===== src/rtl/icache_fetch_adapter.sv =====
// Fetch-side adapter between the instruction fetch unit and the icache: tracks outstanding
// requests, drops responses for killed fetches and selects the requested word from each line.
// Define ICACHE_LINE_BUFFER_EN to add a one-entry line buffer that serves same-line fetches.
module icache_fetch_adapter #(
  parameter int unsigned ADDR_WIDTH  = 40,
  parameter int unsigned LINE_WIDTH  = 128,
  parameter int unsigned FETCH_WIDTH = 32,
  parameter int unsigned QUEUE_DEPTH = 2
) (
  input  logic                   clk_i,
  input  logic                   rst_i,
  input  logic                   fetch_req_valid_i,
  input  logic [ADDR_WIDTH-1:0]  fetch_req_vaddr_i,
  output logic                   fetch_req_ready_o,
  input  logic                   fetch_kill_i,
  input  logic                   fetch_inval_i,
  output logic                   fetch_resp_valid_o,
  output logic [FETCH_WIDTH-1:0] fetch_resp_data_o,
  output logic [ADDR_WIDTH-1:0]  fetch_resp_vaddr_o,
  output logic                   fetch_resp_xcpt_o,
  output logic                   icache_req_valid_o,
  output logic [ADDR_WIDTH-1:0]  icache_req_vaddr_o,
  input  logic                   icache_req_ready_i,
  output logic                   icache_req_kill_o,
  output logic                   icache_invalidate_o,
  input  logic                   icache_resp_valid_i,
  input  logic [LINE_WIDTH-1:0]  icache_resp_data_i,
  input  logic                   icache_resp_xcpt_i,
  output logic                   buffer_miss_o
);

  localparam int unsigned WOff  = $clog2(FETCH_WIDTH / 8);
  localparam int unsigned Words = LINE_WIDTH / FETCH_WIDTH;
  localparam int unsigned IdxW  = (Words > 1) ? $clog2(Words) : 1;
  localparam int unsigned PtrW  = (QUEUE_DEPTH > 1) ? $clog2(QUEUE_DEPTH) : 1;
  localparam int unsigned CntW  = $clog2(QUEUE_DEPTH + 1);

  typedef enum logic [1:0] {StIdle, StBusy, StDrain} state_e;

  state_e                 state_q;
  logic [ADDR_WIDTH-1:0]  fifo_q [QUEUE_DEPTH];
  logic [PtrW-1:0]        rd_ptr_q, wr_ptr_q;
  logic [CntW-1:0]        cnt_q, cnt_d;
  logic [CntW-1:0]        drop_q, drop_d;
  logic                   resp_valid_q, resp_xcpt_q;
  logic [FETCH_WIDTH-1:0] resp_data_q;
  logic [ADDR_WIDTH-1:0]  resp_vaddr_q;

  logic [CntW:0]          outstanding;
  logic                   q_full, buf_hit, hit_take, icache_push, resp_take, resp_drop;
  logic [ADDR_WIDTH-1:0]  head_vaddr;
  logic [FETCH_WIDTH-1:0] hit_word;

  function automatic logic [FETCH_WIDTH-1:0] word_sel(input logic [LINE_WIDTH-1:0] line,
                                                      input logic [ADDR_WIDTH-1:0] vaddr);
    logic [IdxW-1:0] idx;
    idx = IdxW'((vaddr >> WOff) & ADDR_WIDTH'(Words - 1));
    return line[idx*FETCH_WIDTH +: FETCH_WIDTH];
  endfunction

  function automatic logic [PtrW-1:0] ptr_inc(input logic [PtrW-1:0] ptr);
    return (ptr == PtrW'(QUEUE_DEPTH - 1)) ? '0 : ptr + PtrW'(1);
  endfunction

  // Dropped-but-pending responses still occupy icache slots, so they count against the limit.
  assign outstanding = {1'b0, cnt_q} + {1'b0, drop_q};
  assign q_full      = outstanding >= (CntW + 1)'(QUEUE_DEPTH);
  assign head_vaddr  = fifo_q[rd_ptr_q];

`ifdef ICACHE_LINE_BUFFER_EN
  localparam int unsigned Off  = $clog2(LINE_WIDTH / 8);
  localparam int unsigned TagW = ADDR_WIDTH - Off;

  logic                  buf_valid_q;
  logic [TagW-1:0]       buf_tag_q;
  logic [LINE_WIDTH-1:0] buf_data_q;

  assign buf_hit  = fetch_req_valid_i & buf_valid_q &
                    (buf_tag_q == fetch_req_vaddr_i[ADDR_WIDTH-1:Off]) &
                    (cnt_q == '0) & (drop_q == '0);
  assign hit_word = word_sel(buf_data_q, fetch_req_vaddr_i);

  // Invalidate wins over a same-cycle fill so fence.i never leaves stale code behind.
  always_ff @(posedge clk_i) begin
    if (rst_i || fetch_inval_i) begin
      buf_valid_q <= 1'b0;
    end else if (resp_take && !icache_resp_xcpt_i) begin
      buf_valid_q <= 1'b1;
      buf_tag_q   <= head_vaddr[ADDR_WIDTH-1:Off];
      buf_data_q  <= icache_resp_data_i;
    end
  end
`else
  assign buf_hit  = 1'b0;
  assign hit_word = '0;
`endif

  assign icache_req_valid_o  = ~rst_i & fetch_req_valid_i & ~fetch_kill_i & ~buf_hit & ~q_full;
  assign icache_req_vaddr_o  = rst_i ? '0 : fetch_req_vaddr_i;
  assign fetch_req_ready_o   = ~rst_i & ~fetch_kill_i &
                               (buf_hit | (icache_req_ready_i & ~q_full));
  assign icache_push         = icache_req_valid_o & icache_req_ready_i;
  assign hit_take            = ~rst_i & buf_hit & ~fetch_kill_i;
  assign buffer_miss_o       = icache_push;
  assign icache_req_kill_o   = ~rst_i & fetch_kill_i;
  assign icache_invalidate_o = ~rst_i & fetch_inval_i;

  assign resp_take = icache_resp_valid_i & ~fetch_kill_i & (state_q == StBusy);
  assign resp_drop = icache_resp_valid_i & (state_q == StDrain);

  always_comb begin
    cnt_d  = cnt_q;
    drop_d = drop_q;
    if (fetch_kill_i) begin
      // Everything in flight becomes a drop, minus a response consumed this very cycle.
      cnt_d  = '0;
      drop_d = drop_q + cnt_q - CntW'(icache_resp_valid_i && (state_q != StIdle));
    end else begin
      if (resp_drop) begin
        drop_d = drop_q - CntW'(1);
      end
      cnt_d = cnt_q + CntW'(icache_push) - CntW'(resp_take);
    end
  end

  always_ff @(posedge clk_i) begin
    if (icache_push) begin
      fifo_q[wr_ptr_q] <= fetch_req_vaddr_i;
    end
  end

  always_ff @(posedge clk_i) begin
    if (rst_i) begin
      state_q      <= StIdle;
      cnt_q        <= '0;
      drop_q       <= '0;
      rd_ptr_q     <= '0;
      wr_ptr_q     <= '0;
      resp_valid_q <= 1'b0;
      resp_xcpt_q  <= 1'b0;
      resp_data_q  <= '0;
      resp_vaddr_q <= '0;
    end else begin
      cnt_q  <= cnt_d;
      drop_q <= drop_d;
      if (drop_d != '0) begin
        state_q <= StDrain;
      end else if (cnt_d != '0) begin
        state_q <= StBusy;
      end else begin
        state_q <= StIdle;
      end

      if (fetch_kill_i) begin
        rd_ptr_q <= '0;
        wr_ptr_q <= '0;
      end else begin
        if (icache_push) begin
          wr_ptr_q <= ptr_inc(wr_ptr_q);
        end
        if (resp_take) begin
          rd_ptr_q <= ptr_inc(rd_ptr_q);
        end
      end

      resp_valid_q <= resp_take | hit_take;
      if (resp_take) begin
        resp_data_q  <= icache_resp_xcpt_i ? '0 : word_sel(icache_resp_data_i, head_vaddr);
        resp_vaddr_q <= head_vaddr;
        resp_xcpt_q  <= icache_resp_xcpt_i;
      end else if (hit_take) begin
        resp_data_q  <= hit_word;
        resp_vaddr_q <= fetch_req_vaddr_i;
        resp_xcpt_q  <= 1'b0;
      end
    end
  end

  assign fetch_resp_valid_o = ~rst_i & resp_valid_q;
  assign fetch_resp_data_o  = rst_i ? '0 : resp_data_q;
  assign fetch_resp_vaddr_o = rst_i ? '0 : resp_vaddr_q;
  assign fetch_resp_xcpt_o  = ~rst_i & resp_xcpt_q;

  a_outstanding_bound: assert property (@(posedge clk_i) disable iff (rst_i)
    outstanding <= (CntW + 1)'(QUEUE_DEPTH));
  a_single_resp_source: assert property (@(posedge clk_i) disable iff (rst_i)
    !(resp_take && hit_take));

endmodule


===== config.mk =====
export PLATFORM = sky130hd
export DESIGN_NAME = icache_fetch_adapter
export DESIGN_NICKNAME = d
export VERILOG_FILES = /design/src/rtl/icache_fetch_adapter.sv
export SDC_FILE = /design/constraint.sdc
export NUM_CORES = 1
export LEC_CHECK = 0
export BUFFER_PORTS_ARGS = -buffer_cell sky130_fd_sc_hd__buf_2
export CAP_MARGIN = 20
export CORE_MARGIN = 2
export CORE_UTILIZATION = 52
export DETAILED_ROUTE_END_ITERATION = 10
export PLACE_DENSITY = 0.88
export SYNTH_ARGS = -nofsm -noshare
export SYNTH_HDL_FRONTEND = slang
export SYNTH_SLANG_ARGS = --single-unit

===== constraint.sdc =====
create_clock -name clk_i -period 10.35 [get_ports clk_i]
set_clock_uncertainty 0.1 [all_clocks]
set_input_delay 1.5525 -clock clk_i [delete_from_list [all_inputs] [get_ports clk_i]]
set_output_delay 1.5525 -clock clk_i [all_outputs]
set_load 0.05 [all_outputs]

Word level (Yosys, flattened, before mapping):

Memory sizes are Yosys's and may differ from the RTL's. A register that Yosys moved wholly into a read port is not among the register bits.
Index checks and enable logic that the tools add are counted.

* input port bits: 176
* word-level logic and storage cells: 61
* memories kept: 1
* output and inout port bits: 119
* RAM bits: 80
* register bits after elaboration: 82

Memory list
* fifo_q: depth 2, width 40, read ports 1, clocked after Yosys merged registers in 1, write ports 1, RTL line 41 `logic [ADDR_WIDTH-1:0] fifo_q [QUEUE_DEPTH];`

* shift operators: 1
* equal/unequal tests: 2
* magnitude comparators: 1
* reductions and logical operators: 6
* muxes and demuxes: 15
* $add $sub $neg: 8
* bitwise gates (word level): 17

Operator list (number)
* indexed part select 128 x 8 -> 32 bit: 1
* two-way mux 40 bit: 2
* two-way mux 32 bit: 2
* bitwise AND 1 bit: 14
* two-way mux 2 bit: 4
* two-way mux 1 bit: 7
* nonzero test 2 bit: 3
* OR reduction 2 bit: 2
* subtractor 2 x 1 -> 2 bit: 2
* adder 2 x 2 -> 3 bit: 1
* >= comparator 3 x 2 -> 1 bit, second input constant: 1
* inverter 1 bit: 3
* adder 1 bit, second input constant: 2
* adder 2 x 1 -> 2 bit: 1
* adder 2 bit: 1
* == test 2 x 1 -> 1 bit, second input constant: 1
* == test 2 bit, second input constant: 1
* subtractor 2 x 1 -> 2 bit, second input constant: 1
* logical AND 1 bit: 1

Logic depth before layout (Yosys ltp):

* word-level depth: 11
* mapped depth: 11
* depth with buffers taken out: 9

Worst setup path before layout:

Ideal clock, no wire load.

* path type: input to register
* start point: input fetch_kill_i
* end point: memory fifo_q[0][0] (enable)
* required time: 9.808 ns
* path slack: 5.255 ns
* path buffers: 1
* stages: 4
* arrival time: 4.553 ns
* path through: clkbuf_1 > nor4_1 > and3_1 > nor2b_1

* cells in the longest elaborated chain, start to end: 6

Ends and longest elaborated chain
* start, declared: RTL line 15 `input logic fetch_kill_i,`
* inverter 1 bit: RTL line 98 `assign icache_req_valid_o = ~rst_i & fetch_req_valid_i & ~fetch_kill_i & ~buf_hit & ~q_full;`
* bitwise AND 1 bit (2 in series): RTL line 98
* bitwise AND 1 bit: RTL line 102 `assign icache_push = icache_req_valid_o & icache_req_ready_i;`
* net buffer_miss_o: RTL line 29 `output logic buffer_miss_o`
* two-way mux 1 bit: RTL line 127 `if (icache_push) begin`
* two-way mux 1 bit (not written as such): RTL line 128 `fifo_q[wr_ptr_q] <= fetch_req_vaddr_i;`
* end, declared: RTL line 41

The timed path passes the listed nets, and every way through them passes these cells.

Worst setup path after layout:

* start point: input rst_i
* end point: output buffer_miss_o

* cells in the longest elaborated chain, start to end: 5

Ends and longest elaborated chain
* start, declared: RTL line 11 `input logic rst_i,`
* inverter 1 bit: RTL line 98
* bitwise AND 1 bit (3 in series): RTL line 98
* bitwise AND 1 bit: RTL line 102
* end, declared: RTL line 29

No other way between the ends.

==> out/metrics.csv <==
stage;metric;value;unit
timing;hold_viol_final;0;
setup_path;worst-path-max-fanout;86;
power_and_ir_drop;p_int;1.12;mW
timing;postLayoutSetupSlackWorst;5.23;ns
setup_path;cp_common_cell;buf_4;
setup_path;startpoint;rst_i;
detailed_routing;remaining_drc_errors;0;
logic_synthesis;post_synth_inst_count;524;
floorplan;floorplan.die_area;14700;sq um
setup_path;cpPeakStageDelay;0.77;ns
logic_synthesis;synth_area_leader_cell;edfxtp_1;
power_and_ir_drop;pleak;4.00;nW
power_and_ir_drop;power_switching;0.353;mW
placement;post-place-ws;5.27;ns
clock_network;cts_post_setup_buffers_inserted;0;
setup_path;r2r-end;fifo_q[1][17]$_DFFE_PP_;
detailed_routing;route.final.wire_length;19.2;mm
final_layout;layout.cells.most_common;buf_2;
final_layout;layout-drive-gt1-share;0.455;
placement;number_of_input_and_output_port_buffers_inserted;294;
global_route;groute.usage.overall;0.262;
final_layout;layout.nets;985;
timing;rsz0062_at_grt;no;
detailed_routing;wl_per_cell;19.2;microns
power_and_ir_drop;ir_drop;134;uV
placement;dpl.hpwl;13.2;mm
logic_synthesis;number_of_nets_produced_by_synthesis;706;
logic_synthesis;synth.area.top_cells;edfxtp_1 (34%), dfxtp_1 (23%), nor2b_1 (11%), mux4_2 (9.8%), mux2i_1 (5.5%);
detailed_routing;drt_first_iter_violations;283;
setup_path;r2r_start;drop_q[0]$_SDFF_PP0_;
setup_path;criticalPathCategory;input pin to output pin;
clock_network;cts_resized;0;
logic_synthesis;yosys.cell_types.count;41;
power_and_ir_drop;cellPowerDensity;156;nW/um^2
power_and_ir_drop;switching_share_of_total_power;0.240;
floorplan;starting_density_of_the_core;0.535;
setup_path;timing.critical_path.to_type;output pin;
timing;finalMaxSlewViolations;0;
clock_network;cts-hold-fix-buffers;0;
power_and_ir_drop;clkPwrFrac;0.442;
run_status;result_of_the_run;finished, final reports clean;
logic_synthesis;yosys_register_bits;163;
logic_synthesis;yosys.area.top_type_share;0.336;
detailed_routing;number_of_detailed_route_iterations_in_the_first_pass;4;
setup_path;timing.critical_path.slowest_stage_cell;buf_4;
floorplan;floorplan_row_count;42;
detailed_routing;avgViaCountPerCell;5.48;
logic_synthesis;post_synth.cell_area_avg;13.6;sq um
timing;setup_viol;0;
logic_synthesis;syn-cell-area;7140;sq um
final_layout;instances_no_fill;1001;
clock_network;cts.path.max_buffers;2;
setup_path;r2r.worst_path.cells;6;
setup_path;cp.required;8.70;ns
run;timing.max_cap.violations;0;
setup_path;timing.critical_path.cells;buf_4, buf_4, nor4_1, and3_1, buf_2;
setup_path;critical_path.startpoint_type;input pin;
clock_network;clock_sinks;163;
setup_path;worst-endpoint-arrival;3.47;ns
timing;period_needed;5.12;ns
power_and_ir_drop;power_frac_comb;0.092;
logic_synthesis;seq_area_frac_synth;0.569;
clock_network;tritoncts.num_buffers;17;
detailed_routing;route.vias.total;5483;
logic_synthesis;ys_async_sr_fraction;0;
logic_synthesis;synth.yosys.warnings;0;
floorplan;die_w;121;microns
logic_synthesis;synth_enable_flop_cells;80;
clock_network;clockRootBuffer;clkbuf_16;
global_route;grt_pass1_vias;5769;
clock_network;clock_tree.htree_level_count;4;
timing;hold_slack;0.368;ns
timing;fmaxAchievable;195;MHz
global_route;number_of_antenna_violations_at_the_first_check_in_global_routing;9;
timing;fin_tns_setup;0;ns
floorplan;pin_count;295;
floorplan;coreArea;13300;sq um
final_layout;commonest_cells_after_routing_fill_and_taps_aside;buf_2 (293), nor2b_1 (119), dfxtp_1 (82);
global_route;grt.overflow.total;0;
setup_path;worst_case_register_to_register_setup_slack;7.33;ns
timing;worst_pin_slew;1.11;ns
floorplan;height_of_the_chip;121;microns
placement;place_congestion;0.894;
timing;final_min_period_over_clock_period;0.495;
setup_path;critical_path.endpoint;buffer_miss_o;
placement;post-place-cells;959;
clock_network;clock_latency;0.42;ns
final_layout;layout.core_utilization;0.704;
timing;slew_headroom;0.259;
worst_hold_path;path_type_of_the_worst_min_delay_path;flip-flop to flip-flop;
final_layout;fill_cells;912;
logic_synthesis;yosys_most_used_dff;dfxtp_1;
clock_network;tritoncts;yes;
global_route;maximum_number_of_pins_on_one_net_before_global_route_repair;87;
clock_network;cts.clk_slew.worst_paths;0.06;ns
power_and_ir_drop;seq_power_share;0.467;
final_layout;area.growth.synth_to_final;31.5;%
detailed_routing;postRouteAntennaNets;0;
global_route;grt_first_pass_wirelength;29.1;mm
layout make-up:
type,instances,area [sq um],share of cell area
clock inverter,13,168,0.0179
tap,176,220,0.0235
clock buffer,19,453,0.0482
timing repair buffer,301,1550,0.165
multi-input combinational,313,2890,0.308
inverter,7,26.3,0.00280
antenna,9,22.5,0.00240
sequential,163,4070,0.433
through the flow:
stage          instance area [sq um]  power [mW]
2_1_floorplan                   7140       0.778
3_3_place_gp                    8720       0.829
3_5_place_dp                    8720       0.833
4_1_cts                         9340        1.47
5_1_grt                         9390        1.51
6_report                        9390        1.47
power by group through the flow:
stage / sequential, mW / combinational (mW) / clock (mW)
after detailed placement: 0.700 / 0.134 / 0
after global routing: 0.685 / 0.144 / 0.683
final: 0.685 / 0.135 / 0.648
after floorplan: 0.699 / 0.0793 / 0
after CTS: 0.685 / 0.135 / 0.654
after global placement: 0.699 / 0.130 / 0
how the worst min path moves through the flow:
stage                                   from                        to  slack (ns)  cells after the start
floorplan           resp_xcpt_q$_SDFFE_PP0P_  resp_xcpt_q$_SDFFE_PP0P_        0.33                      2
global placement    resp_xcpt_q$_SDFFE_PP0P_  resp_xcpt_q$_SDFFE_PP0P_        0.34                      2
detailed placement  resp_xcpt_q$_SDFFE_PP0P_  resp_xcpt_q$_SDFFE_PP0P_        0.35                      2
CTS                 resp_xcpt_q$_SDFFE_PP0P_  resp_xcpt_q$_SDFFE_PP0P_        0.37                      2
global route        resp_xcpt_q$_SDFFE_PP0P_  resp_xcpt_q$_SDFFE_PP0P_        0.42                      2
finish              resp_xcpt_q$_SDFFE_PP0P_  resp_xcpt_q$_SDFFE_PP0P_        0.37                      2
cells in the mapped netlist, types with 2 or more instances:
| master | count |
|---|---|
| nor2_1 | 6 |
| dfxtp_1 | 83 |
| nand2_1 | 4 |
| inv_1 | 6 |
| nor3_1 | 4 |
| mux2i_1 | 39 |
| a22o_1 | 31 |
| nor2b_1 | 120 |
| a2bb2oi_1 | 39 |
| xnor2_1 | 5 |
| buf_1 | 2 |
| clkbuf_1 | 21 |
| buf_2 | 14 |
| buf_6 | 3 |
| edfxtp_1 | 80 |
| ha_1 | 5 |
| xor2_1 | 2 |
| mux4_2 | 31 |
| and2_1 | 5 |
| a21oi_1 | 3 |
cells by family after synthesis:
logic type | synth area share
XOR/XNOR | 0.00858
AND/OR/NAND/NOR | 0.126
buffers and inverters | 0.0314
AO/OA/AOI/OAI | 0.0981
multiplexers | 0.156
adder cells (fa/ha/maj) | 0.0116
flip-flops | 0.569
critical path, delay by kind of cell:
kind / cells / cell delay [ns]
buffers and inverters: 3 / 1.39
and+or+nand+nor: 2 / 0.43
metal layers:
layer  vias up  wire [microns]  global-route usage
li1       2522               -                   -
met1      2659            7120               0.276
met2       267           10000               0.467
met3        35            1490              0.0766
met4         0             616               0.148
met5         -               0                   0
registers in the layout (all words and copies together), names as in the netlist, named ones only:
name          cells
rd_ptr_q          1
resp_valid_q      1
drop_q            2
resp_vaddr_q     40
resp_xcpt_q       1
resp_data_q      32
cnt_q             2
wr_ptr_q          1
fifo_q           80
state_q           2
Power figures use the tool's default switching activity.
